**src/rtl/id_hazard_ctrl_pkg.sv**
```systemverilog
// ----------------------------------------------------------------------------
// id_hazard_ctrl_pkg
// Shared constants and types for the decode-stage operand and hazard logic.
//   XLEN_DEFAULT : default operand width
//   REG_AW       : architectural register address width
//   NUM_REGS     : number of architectural registers (x0..x31)
//   hz_cause_e   : why decode is being held; HZ_NONE means free to issue
// ----------------------------------------------------------------------------
package id_hazard_ctrl_pkg;

    localparam int XLEN_DEFAULT = 64;
    localparam int REG_AW       = 5;
    localparam int NUM_REGS     = 32;

    typedef enum logic [2:0] {
        HZ_NONE,      // no hazard
        HZ_RAW_FWD,   // source produced by an in-flight stage whose data is not ready yet
        HZ_RAW_LONG,  // source owned by an outstanding long-latency op
        HZ_WAW,       // destination still owned by an outstanding long-latency op
        HZ_CAP        // long-latency unit has no free slot
    } hz_cause_e;

endpackage

```
**src/rtl/id_operand_mux.sv**
```systemverilog
// ----------------------------------------------------------------------------
// id_operand_mux
// Resolves one source operand for the decode stage and flags a RAW hazard.
// Priority: unread/x0 -> 0, youngest matching forwarding stage,
// long-latency writeback bypass, then regfile data.
// Ports:
//   rs_read_i / rs_addr_i / rf_data_i : operand request and regfile data
//   pending_i                         : scoreboard bit for rs_addr_i
//   fwd_*_i                           : NUM_FWD forwarding stages, index 0 youngest
//   long_wb_*_i                       : long-latency writeback bypass
//   op_data_o                         : resolved operand
//   cause_o                           : HZ_NONE, HZ_RAW_FWD or HZ_RAW_LONG
// ----------------------------------------------------------------------------
module id_operand_mux
    import id_hazard_ctrl_pkg::*;
#(
    parameter int XLEN    = XLEN_DEFAULT,
    parameter int NUM_FWD = 2
) (
    input  logic                      rs_read_i,
    input  logic [REG_AW-1:0]         rs_addr_i,
    input  logic [XLEN-1:0]           rf_data_i,
    input  logic                      pending_i,
    input  logic [NUM_FWD-1:0]        fwd_ena_i,
    input  logic [NUM_FWD*REG_AW-1:0] fwd_addr_i,
    input  logic [NUM_FWD*XLEN-1:0]   fwd_data_i,
    input  logic [NUM_FWD-1:0]        fwd_dvld_i,
    input  logic                      long_wb_ena_i,
    input  logic [REG_AW-1:0]         long_wb_addr_i,
    input  logic [XLEN-1:0]           long_wb_data_i,
    output logic [XLEN-1:0]           op_data_o,
    output hz_cause_e                 cause_o
);

    logic wb_hit;
    logic sel_dvld;

    // NOTE: every output of this combinational block gets a default first, so
    // no path leaves a signal unassigned and no latch is inferred.
    always_comb begin
        op_data_o = '0;
        cause_o   = HZ_NONE;
        sel_dvld  = 1'b1;
        wb_hit    = long_wb_ena_i && (long_wb_addr_i == rs_addr_i);

        if (rs_read_i && (rs_addr_i != '0)) begin
            op_data_o = wb_hit ? long_wb_data_i : rf_data_i;
            // Walk oldest to youngest so the lowest-index match is written last and wins.
            for (int k = NUM_FWD - 1; k >= 0; k--) begin
                if (fwd_ena_i[k] && (fwd_addr_i[k*REG_AW +: REG_AW] == rs_addr_i)) begin
                    op_data_o = fwd_data_i[k*XLEN +: XLEN];
                    sel_dvld  = fwd_dvld_i[k];
                end
            end
            if (!sel_dvld) begin
                cause_o = HZ_RAW_FWD;
            end else if (pending_i && !wb_hit) begin
                cause_o = HZ_RAW_LONG;
            end
        end
    end

endmodule

```
**src/rtl/id_hazard_ctrl.sv**
```systemverilog
// ----------------------------------------------------------------------------
// id_hazard_ctrl
// Decode-stage operand resolution and hazard control. Operands are resolved
// combinationally from forwarding stages, the long-latency writeback bypass
// and the regfile. A scoreboard tracks destinations of outstanding long ops
// and raises stall for RAW, WAW and long-unit capacity hazards.
// Ports:
//   clk, rst            : clock, asynchronous active-low reset
//   id_valid_i, flush_i : decode instruction valid / killed this cycle
//   rs_*_i, rf_data_i   : per-port source requests and regfile data
//   rd_w_ena_i, rd_addr_i, is_long_i : destination and op class
//   fwd_*_i             : forwarding stages, index 0 youngest (EX)
//   long_wb_*_i         : long-unit writeback
//   op_data_o           : resolved operands
//   stall_o, issue_o    : hold decode / instruction leaves decode
//   long_cnt_o          : outstanding long-op count
//   stall_cycles_o      : wrapping count of stalled cycles
// ----------------------------------------------------------------------------
module id_hazard_ctrl
    import id_hazard_ctrl_pkg::*;
#(
    parameter int XLEN         = XLEN_DEFAULT,
    parameter int NUM_RD_PORTS = 2,
    parameter int NUM_FWD      = 2,
    parameter int MAX_LONG     = 4
) (
    input  logic                           clk,
    input  logic                           rst,
    input  logic                           id_valid_i,
    input  logic                           flush_i,
    input  logic [NUM_RD_PORTS-1:0]        rs_read_i,
    input  logic [NUM_RD_PORTS*REG_AW-1:0] rs_addr_i,
    input  logic [NUM_RD_PORTS*XLEN-1:0]   rf_data_i,
    input  logic                           rd_w_ena_i,
    input  logic [REG_AW-1:0]              rd_addr_i,
    input  logic                           is_long_i,
    input  logic [NUM_FWD-1:0]             fwd_ena_i,
    input  logic [NUM_FWD*REG_AW-1:0]      fwd_addr_i,
    input  logic [NUM_FWD*XLEN-1:0]        fwd_data_i,
    input  logic [NUM_FWD-1:0]             fwd_dvld_i,
    input  logic                           long_wb_ena_i,
    input  logic [REG_AW-1:0]              long_wb_addr_i,
    input  logic [XLEN-1:0]                long_wb_data_i,
    output logic [NUM_RD_PORTS*XLEN-1:0]   op_data_o,
    output logic                           stall_o,
    output logic                           issue_o,
    output logic [$clog2(MAX_LONG):0]      long_cnt_o,
    output logic [31:0]                    stall_cycles_o
);

    localparam int              CW      = $clog2(MAX_LONG) + 1;
    localparam logic [CW-1:0]   MAX_CNT = CW'(MAX_LONG);

    logic [NUM_REGS-1:0]         pending_q, pending_d;
    logic [CW-1:0]               long_cnt_q, long_cnt_d;
    logic [31:0]                 stall_cycles_q, stall_cycles_d;
    logic [NUM_RD_PORTS*XLEN-1:0] op_data;
    hz_cause_e                   port_cause [NUM_RD_PORTS];
    hz_cause_e                   hz_cause;
    logic                        active;
    logic                        long_issue;

    for (genvar g = 0; g < NUM_RD_PORTS; g++) begin : g_port
        id_operand_mux #(
            .XLEN    (XLEN),
            .NUM_FWD (NUM_FWD)
        ) u_mux (
            .rs_read_i      (rs_read_i[g]),
            .rs_addr_i      (rs_addr_i[g*REG_AW +: REG_AW]),
            .rf_data_i      (rf_data_i[g*XLEN +: XLEN]),
            .pending_i      (pending_q[rs_addr_i[g*REG_AW +: REG_AW]]),
            .fwd_ena_i      (fwd_ena_i),
            .fwd_addr_i     (fwd_addr_i),
            .fwd_data_i     (fwd_data_i),
            .fwd_dvld_i     (fwd_dvld_i),
            .long_wb_ena_i  (long_wb_ena_i),
            .long_wb_addr_i (long_wb_addr_i),
            .long_wb_data_i (long_wb_data_i),
            .op_data_o      (op_data[g*XLEN +: XLEN]),
            .cause_o        (port_cause[g])
        );
    end

    // First hazard found wins; the cause only matters for debug, any non-NONE stalls.
    always_comb begin
        hz_cause = HZ_NONE;
        for (int p = 0; p < NUM_RD_PORTS; p++) begin
            if (hz_cause == HZ_NONE) hz_cause = port_cause[p];
        end
        if ((hz_cause == HZ_NONE) && rd_w_ena_i && (rd_addr_i != '0) && pending_q[rd_addr_i]
            && !(long_wb_ena_i && (long_wb_addr_i == rd_addr_i))) begin
            hz_cause = HZ_WAW;
        end
        if ((hz_cause == HZ_NONE) && is_long_i && (long_cnt_q == MAX_CNT) && !long_wb_ena_i) begin
            hz_cause = HZ_CAP;
        end
    end

    // Outputs are forced quiet while reset is held, without waiting for a clock.
    assign active     = rst && id_valid_i && !flush_i;
    assign stall_o    = active && (hz_cause != HZ_NONE);
    assign issue_o    = active && (hz_cause == HZ_NONE);
    assign op_data_o  = rst ? op_data : '0;
    assign long_issue = issue_o && is_long_i;

    // NOTE: next-state logic uses blocking assignments in always_comb so later
    // statements see earlier ones; the registers below use non-blocking only.
    always_comb begin
        pending_d = pending_q;
        if (long_wb_ena_i) pending_d[long_wb_addr_i] = 1'b0;
        // A same-cycle set of the same register is applied last so it wins.
        if (long_issue && rd_w_ena_i) pending_d[rd_addr_i] = 1'b1;
        pending_d[0] = 1'b0;

        long_cnt_d = long_cnt_q;
        case ({long_issue, long_wb_ena_i})
            2'b10:   long_cnt_d = long_cnt_q + 1'b1;
            2'b01:   if (long_cnt_q != '0) long_cnt_d = long_cnt_q - 1'b1;
            default: long_cnt_d = long_cnt_q;
        endcase

        stall_cycles_d = stall_cycles_q + {31'b0, stall_o};
    end

    always_ff @(posedge clk or negedge rst) begin
        if (!rst) begin
            pending_q      <= '0;
            long_cnt_q     <= '0;
            stall_cycles_q <= '0;
        end else begin
            pending_q      <= pending_d;
            long_cnt_q     <= long_cnt_d;
            stall_cycles_q <= stall_cycles_d;
        end
    end

    assign long_cnt_o     = long_cnt_q;
    assign stall_cycles_o = stall_cycles_q;

    // A writeback with nothing outstanding means the long unit and decode disagree.
    a_no_dec_at_zero: assert property (@(posedge clk) disable iff (!rst)
        (long_wb_ena_i && !long_issue) |-> (long_cnt_q != '0));
    a_no_inc_at_max: assert property (@(posedge clk) disable iff (!rst)
        (long_issue && !long_wb_ena_i) |-> (long_cnt_q != MAX_CNT));

endmodule
```
**config.mk**
```make
export PLATFORM = sky130hd
export DESIGN_NAME = id_hazard_ctrl
export DESIGN_NICKNAME = d
export VERILOG_FILES = /design/src/rtl/id_hazard_ctrl_pkg.sv /design/src/rtl/id_operand_mux.sv /design/src/rtl/id_hazard_ctrl.sv
export SDC_FILE = /design/constraint.sdc
export NUM_CORES = 1
export LEC_CHECK = 0
export ABC_CLOCK_PERIOD_IN_PS = 4340
export CORE_AREA = 2 2 203 205
export DETAILED_ROUTE_END_ITERATION = 12
export DIE_AREA = 0 0 205 207
export SYNTH_ARGS = -nofsm -noshare
export SYNTH_HDL_FRONTEND = slang
export SYNTH_SLANG_ARGS = --single-unit
```
**constraint.sdc**
```tcl
create_clock -name clk -period 4.34 [get_ports clk]
set_input_delay 1.085 -clock clk [delete_from_list [all_inputs] [get_ports clk]]
set_output_delay 1.085 -clock clk [all_outputs]
set_load 0.005 [all_outputs]
```
==> impl_metrics.ini, run 1 <==
[synthesis]
avgSynthCellArea_sq_um = 7.42
synth_enable_flop_cells = 0
synth.cell_area_sq_mm = 0.00865
yosys.area.top_type = dfrtp_1
synth_seq_cells = 66
syn_inst = 1165
async_reset_ff_share_pct = 100
ys_types = 57
netlist.area_leader.share_pct = 19.1
ys_warn_count = 0
syn-num-nets = 1531
synth.cells.most_frequent = nor2_1, mux2i_1, a211oi_1, a21oi_1, clkbuf_1
synth-main-ff-cell = dfrtp_1
ys_seq_area_share_pct = 19.1
yosysMostFrequentCell = nor2_1
netlist_top_cells_area = dfrtp_1, mux2i_1, nor2_1, a211oi_1, a21oi_1

[clocking]
h-tree-depth = 3
numCtsBuffers = 9
cts.path.max_buffers = 2
clk_root_buffer_cell = clkbuf_16
cts_tree = done
cts_sinks = 66
worstSkewPairLatency_ns = 0.33
holdBufCountCts = 0
clk_pin_slew_worst_paths_ns = 0.05

[sta]
fin_ws_ns = 0.00349
slew_viol_final = 0
tightestPinTransition_ns = 0.697
min_period_ns = 4.34
setup_violations = 0
period_share_pct = 99.9
final_hold_viol_count = 0
fmaxAchievable_mhz = 231
skew_ns = 0.00667
rsz0062_at_grt = yes
slew-limit-headroom_pct = 53.5

[pwr]
p_seq_share_pct = 24.9
p_per_area_mw_per_mm2 = 153
power.leakage_nw = 7.74
intPower_mw = 1.96
peakVddDrop_mv = 0.231
combPwrFrac_pct = 49.5
power.switching_mw = 0.912
swShare_pct = 31.8
pwr-share-clk_pct = 25.6
p_total_mw = 2.87

[critical_path]
cp.arrival_ns = 3.25
crit_path_start = long_wb_addr_i[3]
cp-end-kind = primary output
crit_path_max_fanout = 7
crit_path_top_delay_cell = dlygate4sd2_1
crit_top_cell = buf_12
reg2reg_slack_ns = 0.87
max_stage_delay_ns = 0.29
rr_endpoint = stall_cycles_o[31]
reg2regPathDepth = 15
worstSetupPathType = in -> out
crit_chain = buf_12 > buf_8 > xnor2_2 > nand4_1 > nor3_4 > buf_12 > clkbuf_16 > buf_4 > mux2i_1 > a211oi_1 > a21oi_1 > nor2_1 > dlygate4sd2_1
crit_end = op_data_o[29]
critPathLaunchType = primary input
reg2reg_from = pending_q[10]
cp.required_ns = 3.25

[detailed_routing]
via_per_inst = 5.25
dr.pass1.iters = 7
ant_nets = 0
drc = 0
drt_wl_total_mm = 61.3
drtIter0Drc = 1119
post_drt_wl_per_cell_microns = 25.2
vias = 12800

[cells_and_area]
syn2layout_area_growth_pct = 118
num-nets-final = 2240
nFillCells = 3890
drive_gt1_share_pct = 35.1

[run_status]
status = finished, final reports clean

[floorplan]
die_h_microns = 207
dieWidth_microns = 205
rows = 74
core_sq_mm = 0.0404
ios = 528
start_util_pct = 21.4
die-area_sq_mm = 0.0424

[grt]
busiest_layer = met2
overflow = 0
met3_usage_pct = 8.02
grt_pass1_vias = 12800
antenna_found_initial = 29
use_met1_pct = 32.9
grt_usage_pct = 26.5
grt_util_met2_pct = 43.2
grt_pass1_wl_mm = 85.3
grt_max_degree = 57

[hold_path]
min_path_type = reg -> reg

[placement]
dp_slack_ns = -0.848
gp_congestion = 0.935
dp_hpwl_mm = 42.3
io_buffer_count = 527

[run]
max_cap_viol_count = 0
state kept, by name, summed over array words and instances, names as in the netlist:
signal,count
stall_cycles_o,32
long_cnt_o,3
pending_q,31
layout make-up:
type / count / area [sq um] / area share, %
Antenna cell: 18 / 45.0 / 0.239
Clock buffer: 13 / 270 / 1.44
Clock inverter: 2 / 35.0 / 0.186
Inverter: 9 / 33.8 / 0.180
Multi-Input combinational cell: 977 / 7690 / 40.9
Sequential cell: 66 / 1650 / 8.78
Tap cell: 532 / 666 / 3.54
Timing Repair Buffer: 811 / 8410 / 44.7
power by group through the flow:
stage / sequential, mW / clock [mW] / combinational [mW]
3_3_place_gp: 0.721 / 0 / 1.22
3_5_place_dp: 0.723 / 0 / 1.23
4_1_cts: 0.714 / 0.751 / 1.35
5_1_grt: 0.723 / 0.775 / 1.51
6_report: 0.714 / 0.736 / 1.42
2_1_floorplan: 0.702 / 0 / 0.457
per-stage QoR:
step                hold WS [ns]  setup TNS [ns]  utilization, %  cells  instance area [sq um]
global route               0.513          -0.375            46.6   2422                  18800
detailed placement         0.478          -93.94            38.3   2243                  15500
global placement           0.482          -91.11            38.3   2243                  15500
floorplan                  0.468               0               -   1165                   8660
CTS                        0.493          -0.271            44.5   2377                  18000
finish                     0.492               0            46.6   2428                  18800
metal layers:
metal  routed length [microns]  vias to the layer above
li1                          -                     5723
met1                     24600                     6137
met2                     28300                      711
met3                      6010                      161
met4                      2220                       18
met5                        95                        -
cell families (layout without fill, tap and decap cells):
family	after synthesis	after routing	synth area share (%)
AND/OR/NAND/NOR	392	393	20.2
AO/OA/AOI/OAI	350	350	25.8
multiplexers	164	164	21.3
buffers and inverters	123	835	6.30
XOR/XNOR	67	67	6.79
flip-flops	66	66	19.1
adder cells (fa/ha/maj)	3	3	0.434
other	0	18	0
worst min path at each step:
| stage | end | depth (start not counted) | from | slack (ns) |
|---|---|---|---|---|
| after global placement | stall_cycles_o[21] | 1 | stall_cycles_o[21] | 0.48 |
| after CTS | stall_cycles_o[31] | 1 | stall_cycles_o[31] | 0.49 |
| after detailed placement | stall_cycles_o[31] | 1 | stall_cycles_o[31] | 0.48 |
| final | stall_cycles_o[31] | 1 | stall_cycles_o[31] | 0.49 |
| after global routing | stall_cycles_o[5] | 1 | stall_cycles_o[5] | 0.51 |
| after floorplan | stall_cycles_o[31] | 1 | stall_cycles_o[31] | 0.47 |
repair_timing:
| item | CTS | global route |
|---|---|---|
| pin swaps | 95 | 48 |
| setup endpoints to repair | 150 | 132 |
| gates resized for setup | 687 | 172 |
| buffers inserted | 94 | 28 |
| cloned | 26 | 11 |
worst max-delay path, delay by kind of cell:
family / cells / cell delay, ns
buffers and inverters: 6 / 0.98
XOR/XNOR: 1 / 0.13
multiplexers: 1 / 0.06
AND/OR/NAND/NOR: 3 / 0.60
AO/OA/AOI/OAI: 2 / 0.35
layout by cell type (no fill, tap or decap), drive strengths merged, types with 3 or more instances in the layout:
master	Yosys	layout
clkdlybuf4s50	0	365
xnor2	38	38
o21ai	34	34
or3	3	3
mux2i	140	140
xor2	29	29
dlymetal6s2s	0	6
o31ai	31	31
and3	7	7
nor3	7	7
mux2	9	9
inv	9	9
nand4	7	7
ha	3	3
dlygate4sd2	0	23
nand2b	3	3
or2	3	3
mux4	15	15
a21oi	130	130
and2	4	4
clkbuf	74	43
nor4	7	7
or3b	5	5
clkdlybuf4s15	0	18
diode	0	18
nand3b	9	9
and4	7	7
nand2	29	30
nor2	270	270
o22ai	5	5
nand3	18	18
dfrtp	66	66
buf	40	366
bufbuf	0	3
nor2b	7	7
a211oi	130	130
No activity file was read; power rests on OpenSTA's default activity.
==> run 2: changes to the inputs <==
Settings changed: ABC_CLOCK_PERIOD_IN_PS 4340 to 3800.
Clock period 4.34 ns to 3.8 ns, I/O delays scaled along.
==> impl_metrics.ini, run 2 (same netlist as run 1, synthesis figures left out) <==
[grt]
overflow = 0
grt_usage_pct = 27.4
grt_max_degree = 39
grt_pass1_wl_mm = 87.2
antenna_found_initial = 30
grt_pass1_vias = 13000

[detailed_routing]
post_drt_wl_per_cell_microns = 25.5
drc = 0
vias = 12900
via_per_inst = 5.29
dr.pass1.iters = 6
drtIter0Drc = 918
ant_nets = 0
drt_wl_total_mm = 62.3

[floorplan]
die_h_microns = 207
core_sq_mm = 0.0404
rows = 74
ios = 528
dieWidth_microns = 205
die-area_sq_mm = 0.0424
start_util_pct = 21.4

[pwr]
power.switching_mw = 1.14
p_per_area_mw_per_mm2 = 172
combPwrFrac_pct = 51.5
p_total_mw = 3.38
peakVddDrop_mv = 0.233
power.leakage_nw = 7.87
intPower_mw = 2.23
p_seq_share_pct = 24.6
swShare_pct = 33.8
pwr-share-clk_pct = 23.9

[clocking]
h-tree-depth = 3
holdBufCountCts = 0
cts.path.max_buffers = 2
cts_tree = done
cts_sinks = 66
clk_pin_slew_worst_paths_ns = 0.06
clk_root_buffer_cell = clkbuf_16
numCtsBuffers = 9
worstSkewPairLatency_ns = 0.33

[critical_path]
cp-end-kind = primary output
max_stage_delay_ns = 0.29
worstSetupPathType = in -> out
crit_path_max_fanout = 6
crit_path_top_delay_cell = nor4_2
cp.required_ns = 2.85
crit_chain = buf_12 > xor2_2 > nor4_2 > buf_4 > and3_4 > buf_12 > buf_12 > mux2i_2 > a211oi_2 > a21oi_2 > nor2_1 > buf_2
crit_path_start = rs_addr_i[5]
reg2reg_from = pending_q[7]
reg2regPathDepth = 16
crit_top_cell = buf_12
critPathLaunchType = primary input
cp.arrival_ns = 3.03

[cells_and_area]
largest_register_ffs = 32
fin_area_sq_mm = 0.0196
final_cells = 2443
drive_gt1_share_pct = 45.0
num-nets-final = 2256
utilization_pct = 48.5
syn2layout_area_growth_pct = 126
layout_common_cells = clkdlybuf4s50_1, nor2_1, buf_4
final_common_cell = clkdlybuf4s50_1

[sta]
slew_viol_final = 0
rsz0062_at_grt = yes
period_share_pct = 105
tightestPinTransition_ns = 0.498
min_period_ns = 3.98
slew-limit-headroom_pct = 66.7
final_hold_viol_count = 0
fmaxAchievable_mhz = 251
skew_ns = 0.00849
setup_violations = 96
fin_ws_ns = -0.184

[placement]
io_buffer_count = 527
dp_hpwl_mm = 45.5
place_area_sq_mm = 0.0159
dp_cells = 2285
dp_slack_ns = -1.16
gp_congestion = 1.01

[hold_path]
min_path_type = reg -> reg
holdPathStages = 1
worstHoldStart = stall_cycles_o[31]

[run_status]
violations = negative setup slack
status = finished with violations

[run]
max_cap_viol_count = 0
-- run 2: cell types whose count changed in the layout (fill, tap and decap cells not counted), sizes merged --
cell           previous run  this run
clkbuf                   43        27
clkdlybuf4s15            18         4
clkinv                    1         3
clkinvlp                  0         1
nand2                    30        29
diode                    18        17
dlygate4sd2              23         9
clkdlybuf4s50           365       364
dlymetal6s2s              6         0
bufbuf                    3         2
buf                     366       432
-- run 2: cell type report --
class	instances	area, sq um
clock buffer	10	229
antenna	17	42.5
inverter	9	38.8
timing repair buffer	828	8250
fill	3775	20800
clock inverter	5	56.3
sequential	66	1650
tap	532	666
multi-input combinational	976	8640
-- run 2: path summary, 6_finish.rpt --
check	slack (ns)	end
max	-0.18	op_data_o[115]
min	0.49	stall_cycles_o[31]
max reg2reg	0.48	stall_cycles_o[26]
min reg2reg	0.49	stall_cycles_o[31]
max in group asynchronous	2.61	pending_q[30]
min in group asynchronous	0.52	stall_cycles_o[25]
-- run 2: what timing repair did --
item                                    4_1_cts  5_1_grt
endpoints found under the setup margin      156      144
gates resized for setup                     914      327
setup buffers                                98       33
cloned                                       15        4
pin swaps                                   186      183
-- run 2: critical path, delay by kind of cell --
family                    cells  cell delay, ns
AOI/OAI and AO/OA             2            0.37
muxes                         1            0.24
buffers and inverters         5            0.71
xor gates and xnor gates      1            0.17
and+or+nand+nor               3            0.58
-- run 2: power groups by stage --
stage                     Clock [mW]  Sequential [mW]  Combinational, mW
after floorplan                    0            0.804              0.532
final                          0.807            0.830               1.74
after detailed placement           0            0.834               1.43
after global routing           0.855            0.840               1.84
after global placement             0            0.830               1.43
after CTS                      0.820            0.830               1.58
-- run 2: stage by stage --
step	TNS [ns]	hold WS, ns
5_1_grt	-16.64	0.511
3_3_place_gp	-140.90	0.474
4_1_cts	-2.80	0.493
3_5_place_dp	-142.38	0.470
2_1_floorplan	-0.0477	0.461
6_report	-5.84	0.490
-- run 2: metal layers --
layer / up-vias / global-route usage [%] / part of all wire (%)
li1: 5718 / - / -
met1: 6260 / 33.7 / 39
met2: 739 / 44.6 / 46
met3: 186 / 8.40 / 9.9
met4: 22 / 10.4 / 5.0
met5: - / 0 / 0.25
==> run 3: changes to the inputs <==
==> constraint.sdc (replaced) <==
create_clock -name clk -period 3.8 [get_ports clk]
set_input_delay 0.95 -clock clk [delete_from_list [all_inputs] [get_ports clk]]
set_output_delay 0.95 -clock clk [all_outputs]
set_load 0.02 [all_outputs]
==> impl_metrics.ini, run 3 (same netlist as run 1, synthesis figures left out) <==
[run_status]
status = finished with violations
violations = negative setup slack

[cells_and_area]
ff_latch_area_sq_mm = 0.00165
utilization_pct = 49.6
num-nets-final = 2232
drive_gt1_share_pct = 46.5
nFillCells = 3694
multi_input_area_sq_mm = 0.00870
final_cells = 2416
final_common_cell = clkdlybuf4s50_1
layout_common_cells = clkdlybuf4s50_1, buf_4, nor2_1
fin_area_sq_mm = 0.0200
syn2layout_area_growth_pct = 132
largest_register_ffs = 32

[detailed_routing]
drt_wl_total_mm = 66.8
post_drt_wl_per_cell_microns = 27.6
ant_nets = 0
dr.pass1.iters = 5
vias = 13000
drtIter0Drc = 1211
via_per_inst = 5.40
drc = 0

[critical_path]
crit_path_max_fanout = 6
crit_top_cell = buf_6
cp_num_buf_inv = 5
crit_end = op_data_o[83]
crit_chain = buf_8 > xor2_2 > nor4_2 > and3_4 > buf_6 > buf_6 > buf_12 > mux2i_1 > a211oi_1 > a21oi_1 > nor2_2 > buf_6
max_stage_delay_ns = 0.33
cp-end-kind = primary output
crit_path_top_delay_cell = and3_4
cp.required_ns = 2.85
reg2reg_slack_ns = 0.31
worstSetupPathType = in -> out
reg2regPathDepth = 17
crit_path_start = long_wb_addr_i[2]
rr_endpoint = stall_cycles_o[28]
crit_cells = 12
cp.arrival_ns = 3.10
reg2reg_from = pending_q[3]
critPathTopFamily = simple AND/OR/NAND/NOR gates
critPathLaunchType = primary input

[sta]
skew_ns = 0.00851
min_period_ns = 4.05
slew-limit-headroom_pct = 68.7
tightestPinTransition_ns = 0.469
period_share_pct = 107
final_hold_viol_count = 0
setup_violations = 123
slew_viol_final = 0
fin_ws_ns = -0.251
fmaxAchievable_mhz = 247
rsz0062_at_grt = yes

[clocking]
cts.path.max_buffers = 2
h-tree-depth = 3
clk_root_buffer_cell = clkbuf_16
clk_pin_slew_worst_paths_ns = 0.05
cts_sinks = 66
worstSkewPairLatency_ns = 0.33
holdBufCountCts = 0
cts_tree = done
numCtsBuffers = 9

[placement]
gp_congestion = 1.05
place_area_sq_mm = 0.0157
io_buffer_count = 527
dp_cells = 2265
dp_hpwl_mm = 48.9

[grt]
grt_max_degree = 41
overflow = 0
grt_pass1_vias = 12500
antenna_found_initial = 47
grt_pass1_wl_mm = 88.6
grt_usage_pct = 28.6

[pwr]
power.leakage_nw = 7.79
p_total_mw = 3.65
peakVddDrop_mv = 0.280
p_per_area_mw_per_mm2 = 182

[hold_path]
min_path_type = reg -> reg

[floorplan]
start_util_pct = 21.4
core_sq_mm = 0.0404
die-area_sq_mm = 0.0424
dieWidth_microns = 205
die_h_microns = 207
rows = 74
ios = 528

[run]
max_cap_viol_count = 0
## run 3: cell count changes in the layout (fill, tap and decap cells not counted), sizes merged
cell	change
dlygate4sd2	-5
diode	-3
clkinvlp	-1
clkinv	-2
buf	-16
clkbuf	-1
clkdlybuf4s50	+2
bufbuf	-1
## run 3: worst min path at each step
stage,from,end,slack (ns),cells past startpoint
6_report,stall_cycles_o[26],stall_cycles_o[26],0.49,1
5_1_grt,stall_cycles_o[21],stall_cycles_o[21],0.52,1
4_1_cts,stall_cycles_o[31],stall_cycles_o[31],0.49,1
3_5_place_dp,stall_cycles_o[31],stall_cycles_o[31],0.46,1
3_3_place_gp,stall_cycles_o[31],stall_cycles_o[31],0.48,1
2_1_floorplan,pending_q[22],pending_q[22],0.50,2
## run 3: routing by layer
metal	track usage (%)	part of all wire, %
met1	34.5	38
met2	42.8	43
met3	15.1	14
met4	10.8	4.7
met5	0	0.52
## run 3: cell type report
class                   count  share of cell area (%)
clock inverters             2                   0.175
clock buffers              13                    1.35
flip-flops and latches     66                    8.24
inverters                   9                   0.181
repair buffers            804                    43.2
well taps                 532                    3.32
diodes                     14                   0.175
multi-input cells         976                    43.4
## run 3: timing repair
item / CTS / global route
gates cloned: 20 / 10
endpoints found under the setup margin: 158 / 145
gates resized for setup: 900 / 458
pin swaps: 87 / 145
setup buffers: 82 / 38
## run 3: power by group
part	leakage [nW]	total [mW]	internal [mW]	switching, mW
Combinational	6.73	1.99	1.05	0.943
Sequential	0.905	0.808	0.746	0.0623
Clock	0.152	0.851	0.557	0.294
## run 3: per-stage QoR
step	hold WS, ns	TNS (ns)	setup slack [ns]
3_5_place_dp	0.464	-141.17	-1.18
2_1_floorplan	0.500	-0.296	-0.122
6_report	0.488	-8.69	-0.251
5_1_grt	0.522	-19.86	-0.328
3_3_place_gp	0.478	-138.08	-1.12
4_1_cts	0.494	-5.30	-0.182
==> RTL change 1 (flow settings as in run 2) <==
Change the parameter `MAX_LONG` from 4 to 2.
--- a/src/rtl/id_hazard_ctrl.sv
+++ b/src/rtl/id_hazard_ctrl.sv
@@ -22,7 +22,7 @@
     parameter int XLEN         = XLEN_DEFAULT,
     parameter int NUM_RD_PORTS = 2,
     parameter int NUM_FWD      = 2,
-    parameter int MAX_LONG     = 4
+    parameter int MAX_LONG     = 2
 ) (
     input  logic                           clk,
     input  logic                           rst,
Interface: changed (resized long_cnt_o); port bits go from 528 to 527. The function was not compared with the original's and may differ.
==> RTL change 1 against run 2 <==
The run ends with DRC, setup timing left. Sequential share of layout area fell by 0.33 points. Global-route usage barely moved. Design area rose by 2.5%. Power fell by 3.6%. Routed wire length rose by 1.3%. Setup slack got worse by 11 ps. Sequential cell count fell by 1. Count of clock-buffer cells in the layout rose by 1. Core utilization rose by 1.2 points. Synthesized area fell by 2.7%. Critical path type unchanged. Highest routed layer unchanged.
==> RTL change 1: results <==
status:
  run_status: "finished, violations left"
  violations: "DRC, setup timing"
cells_and_area:
  fillers: 3721
  n_clock_buffer: 11
  fin_cells: 2494
  buffer_area_frac: 0.459
  num_antenna_cells: 13
clock_tree:
  clkSinkCount: 65
yosys:
  syn_nets: 1510
  yosys.area_share.adder: 0.00298
  syn-instance-count: 1145
  synth_mux_area_frac: 0.216
power:
  leakage_nw: 8.21
  power.density_nw_per_um2: 162
  ir_worst_vdd_mv: 0.213
timing:
  setup_viol: 86
  fin_tns_setup_ps: -5610
  setup_slack_ps: -195
route:
  wl_per_cell_um: 25.3
  drcViolationCount: 2
  drt_iter0_drc: 1014
critical_path:
  arrival_ps: 3040
  reg2reg_setup_slack_ps: 440
placed_design:
  pre_cts_ws_ps: -1210
  port_buffers: 526
grt:
  grt_pass1_wl_um: 86800
  grtUsageTotal: 0.274
-- RTL change 1: cell types whose count changed after synthesis, sizes merged, moves of 4 or more --
cell    delta
and3       -4
buf       -16
clkbuf     +9
inv        -6
nand2      -8
nand3b     +4
nand4      +6
nand4b     +4
nor2       +4
o21ai     +30
o31ai     -30
xnor2      +5
xor2       -7
-- RTL change 1: layer usage --
layer | global-route usage | routed length (um) | part of all wire
met1 | 0.334 | 24700 | 0.39
met2 | 0.459 | 29800 | 0.47
met3 | 0.0845 | 6100 | 0.097
met4 | 0.0868 | 2440 | 0.039
met5 | 0 | 154 | 0.0024
-- RTL change 1: power breakdown --
group / internal, W / switching (W) / total [W]
clock: 0.000540 / 0.000297 / 0.000837
sequential: 0.000720 / 0.0000390 / 0.000759
combinational: 0.000961 / 0.000697 / 0.00166
-- RTL change 1: final timing paths --
| path | endpoint | start |
|---|---|---|
| max reg2reg | stall_cycles_o[30] | pending_q[14] |
| max in group asynchronous | pending_q[7] | rst |
| max | op_data_o[90] | rs_addr_i[9] |
| min reg2reg | stall_cycles_o[31] | stall_cycles_o[31] |
| min | stall_cycles_o[31] | stall_cycles_o[31] |
| min in group asynchronous | long_cnt_o[1] | rst |
-- RTL change 1: worst max-delay path: stages --
cell and delay, ps:
buf_8 100, buf_6 110, xnor2_2 110, nand4_1 160, nor3_4 240, buf_6 160, buf_12 120, buf_12 130
buf_8 120, buf_6 90, mux2i_1 70, a211oi_1 200, a21oi_1 90, nor2_2 220, buf_2 170
-- RTL change 1: repair_timing --
action | CTS | global route
pin swaps | 199 | 127
endpoints found under the hold margin | 0 | 0
resized for setup | 903 | 287
setup buffers | 136 | 44
gates cloned | 29 | 3
setup endpoints to repair | 158 | 141
==> RTL change 2 (flow settings as in run 2) <==
Without the edit above. Take the reset off `pending_q` and load it in a clocked block of its own.
--- a/src/rtl/id_hazard_ctrl.sv
+++ b/src/rtl/id_hazard_ctrl.sv
@@ -124,14 +124,16 @@
 
     always_ff @(posedge clk or negedge rst) begin
         if (!rst) begin
-            pending_q      <= '0;
             long_cnt_q     <= '0;
             stall_cycles_q <= '0;
         end else begin
-            pending_q      <= pending_d;
             long_cnt_q     <= long_cnt_d;
             stall_cycles_q <= stall_cycles_d;
         end
+    end
+
+    always_ff @(posedge clk) begin
+        pending_q <= pending_d;
     end
 
     assign long_cnt_o     = long_cnt_q;
Function: changed (Yosys sat finds a counterexample within 4 cycles, from zero or initial values and one cycle with rst low; the reset may be asserted at any time).
==> RTL change 2 against run 2 <==
The run still ends with setup timing left. Maximum frequency shrank 0.23%. Design area shrank 3.1%. Routed wire length shrank 6.4%. Critical endpoint unchanged. Register-to-register slack lost 70 ps. Synthesized area shrank 1.8%. Power grew 0.25%. Final cell count is essentially flat. Sequential cell count is the same. Setup slack lost 9.1 ps.
==> RTL change 2: results <==
timing:
  setup_slack_ps: -193
  fin_tns_setup_ps: -7460
  setup_viol: 105
  finalClockSkew_ps: 7.56
  relSlewSlack: 0.659
placed_design:
  routabilityCongestion: 1.01
  port_buffers: 527
  place_inst: 2282
  dpl.hpwl_um: 43000
  pre_cts_ws_ps: -1180
  placed_area_um2: 15700
clock_tree:
  post_cts_buffers: 101
  clk_latency_ps: 340
  h-tree-depth: 3
  clockBufferDepth: 2
  cts_resized: 886
  clkTransAtPathRegs_ps: 60
  cts_buffers: 9
yosys:
  yosysSeqAreaShare: 0.176
  synth_cell_types: 58
  async_flop_share: 0.530
  ys_top_cells_by_area: "mux2i_1, nor2_1, a211oi_1"
  synth_ff_type: "dfrtp_1"
  ys_warn_count: 0
cells_and_area:
  fin_cells: 2442
  drive_gt1_frac: 0.420
grt:
  grt_pass1_wl_um: 82300
  grtUsageTotal: 0.257
  grt_pass1_vias: 12400
  grt_start_max_net_pins: 37
  antenna_found_initial: 18
power:
  leakage_nw: 7.66
  ir_worst_vdd_mv: 0.210
route:
  drt_iter0_drc: 963
  num_vias: 12600
  drt-total-wl_um: 58300
  drt_first_pass_iters: 5
  drcViolationCount: 0
critical_path:
  arrival_ps: 3040
status:
  violations: "setup timing"
  run_status: "finished, violations left"
-- RTL change 2: metal layers --
metal	GRT usage	wire, um	vias to the layer above
met5	0	89	-
met4	0.0680	1630	14
met3	0.0533	4600	107
met2	0.434	28100	571
met1	0.330	23800	6152
li1	-	-	5738
-- RTL change 2: kinds of logic after synthesis --
kind of cell,after synthesis,synth area share
AO/OA/AOI/OAI,350,0.263
XOR/XNOR,67,0.0691
adder cells (fa/ha/maj),3,0.00442
buffers and inverters,123,0.0641
flip-flops,66,0.176
multiplexers,164,0.217
AND/OR/NAND/NOR,392,0.206
-- RTL change 2: worst paths after layout --
| check | startpoint | to | slack (ps) | cells after the start |
|---|---|---|---|---|
| max reg2reg | pending_q[13] | stall_cycles_o[31] | 410 | 17 |
| max | long_wb_addr_i[0] | op_data_o[115] | -190 | 13 |
| min reg2reg | stall_cycles_o[31] | stall_cycles_o[31] | 480 | 1 |
| max in group asynchronous | rst | long_cnt_o[1] | 2870 | 2 |
| min | stall_cycles_o[31] | stall_cycles_o[31] | 480 | 1 |
| min in group asynchronous | rst | long_cnt_o[0] | 710 | 2 |
-- RTL change 2: final cells by class --
class	count	area (um^2)
timing repair buffer	832	8250
clock inverter	2	36.3
tap	532	666
sequential	66	1500
clock buffer	14	307
inverter	9	36.3
antenna	11	27.5
fill	3870	21400
multi-input combinational	976	8160
-- RTL change 2: critical path: stages --
cell      delay (ps)
buf_8            100
xor2_2           180
nor4_4           290
buf_4            160
and3_4           310
buf_12           170
buf_12           120
buf_8            110
mux2i_1           70
a211oi_1         270
a21oi_1           60
nor2_1           110
buf_2            130
-- RTL change 2: report_power, final --
group	internal (W)	total, W	switching, W	leakage (nW)
Clock	0.000624	0.000926	0.000302	0.170
Combinational	0.000954	0.00165	0.000694	6.77
Sequential	0.000741	0.000811	0.0000698	0.724
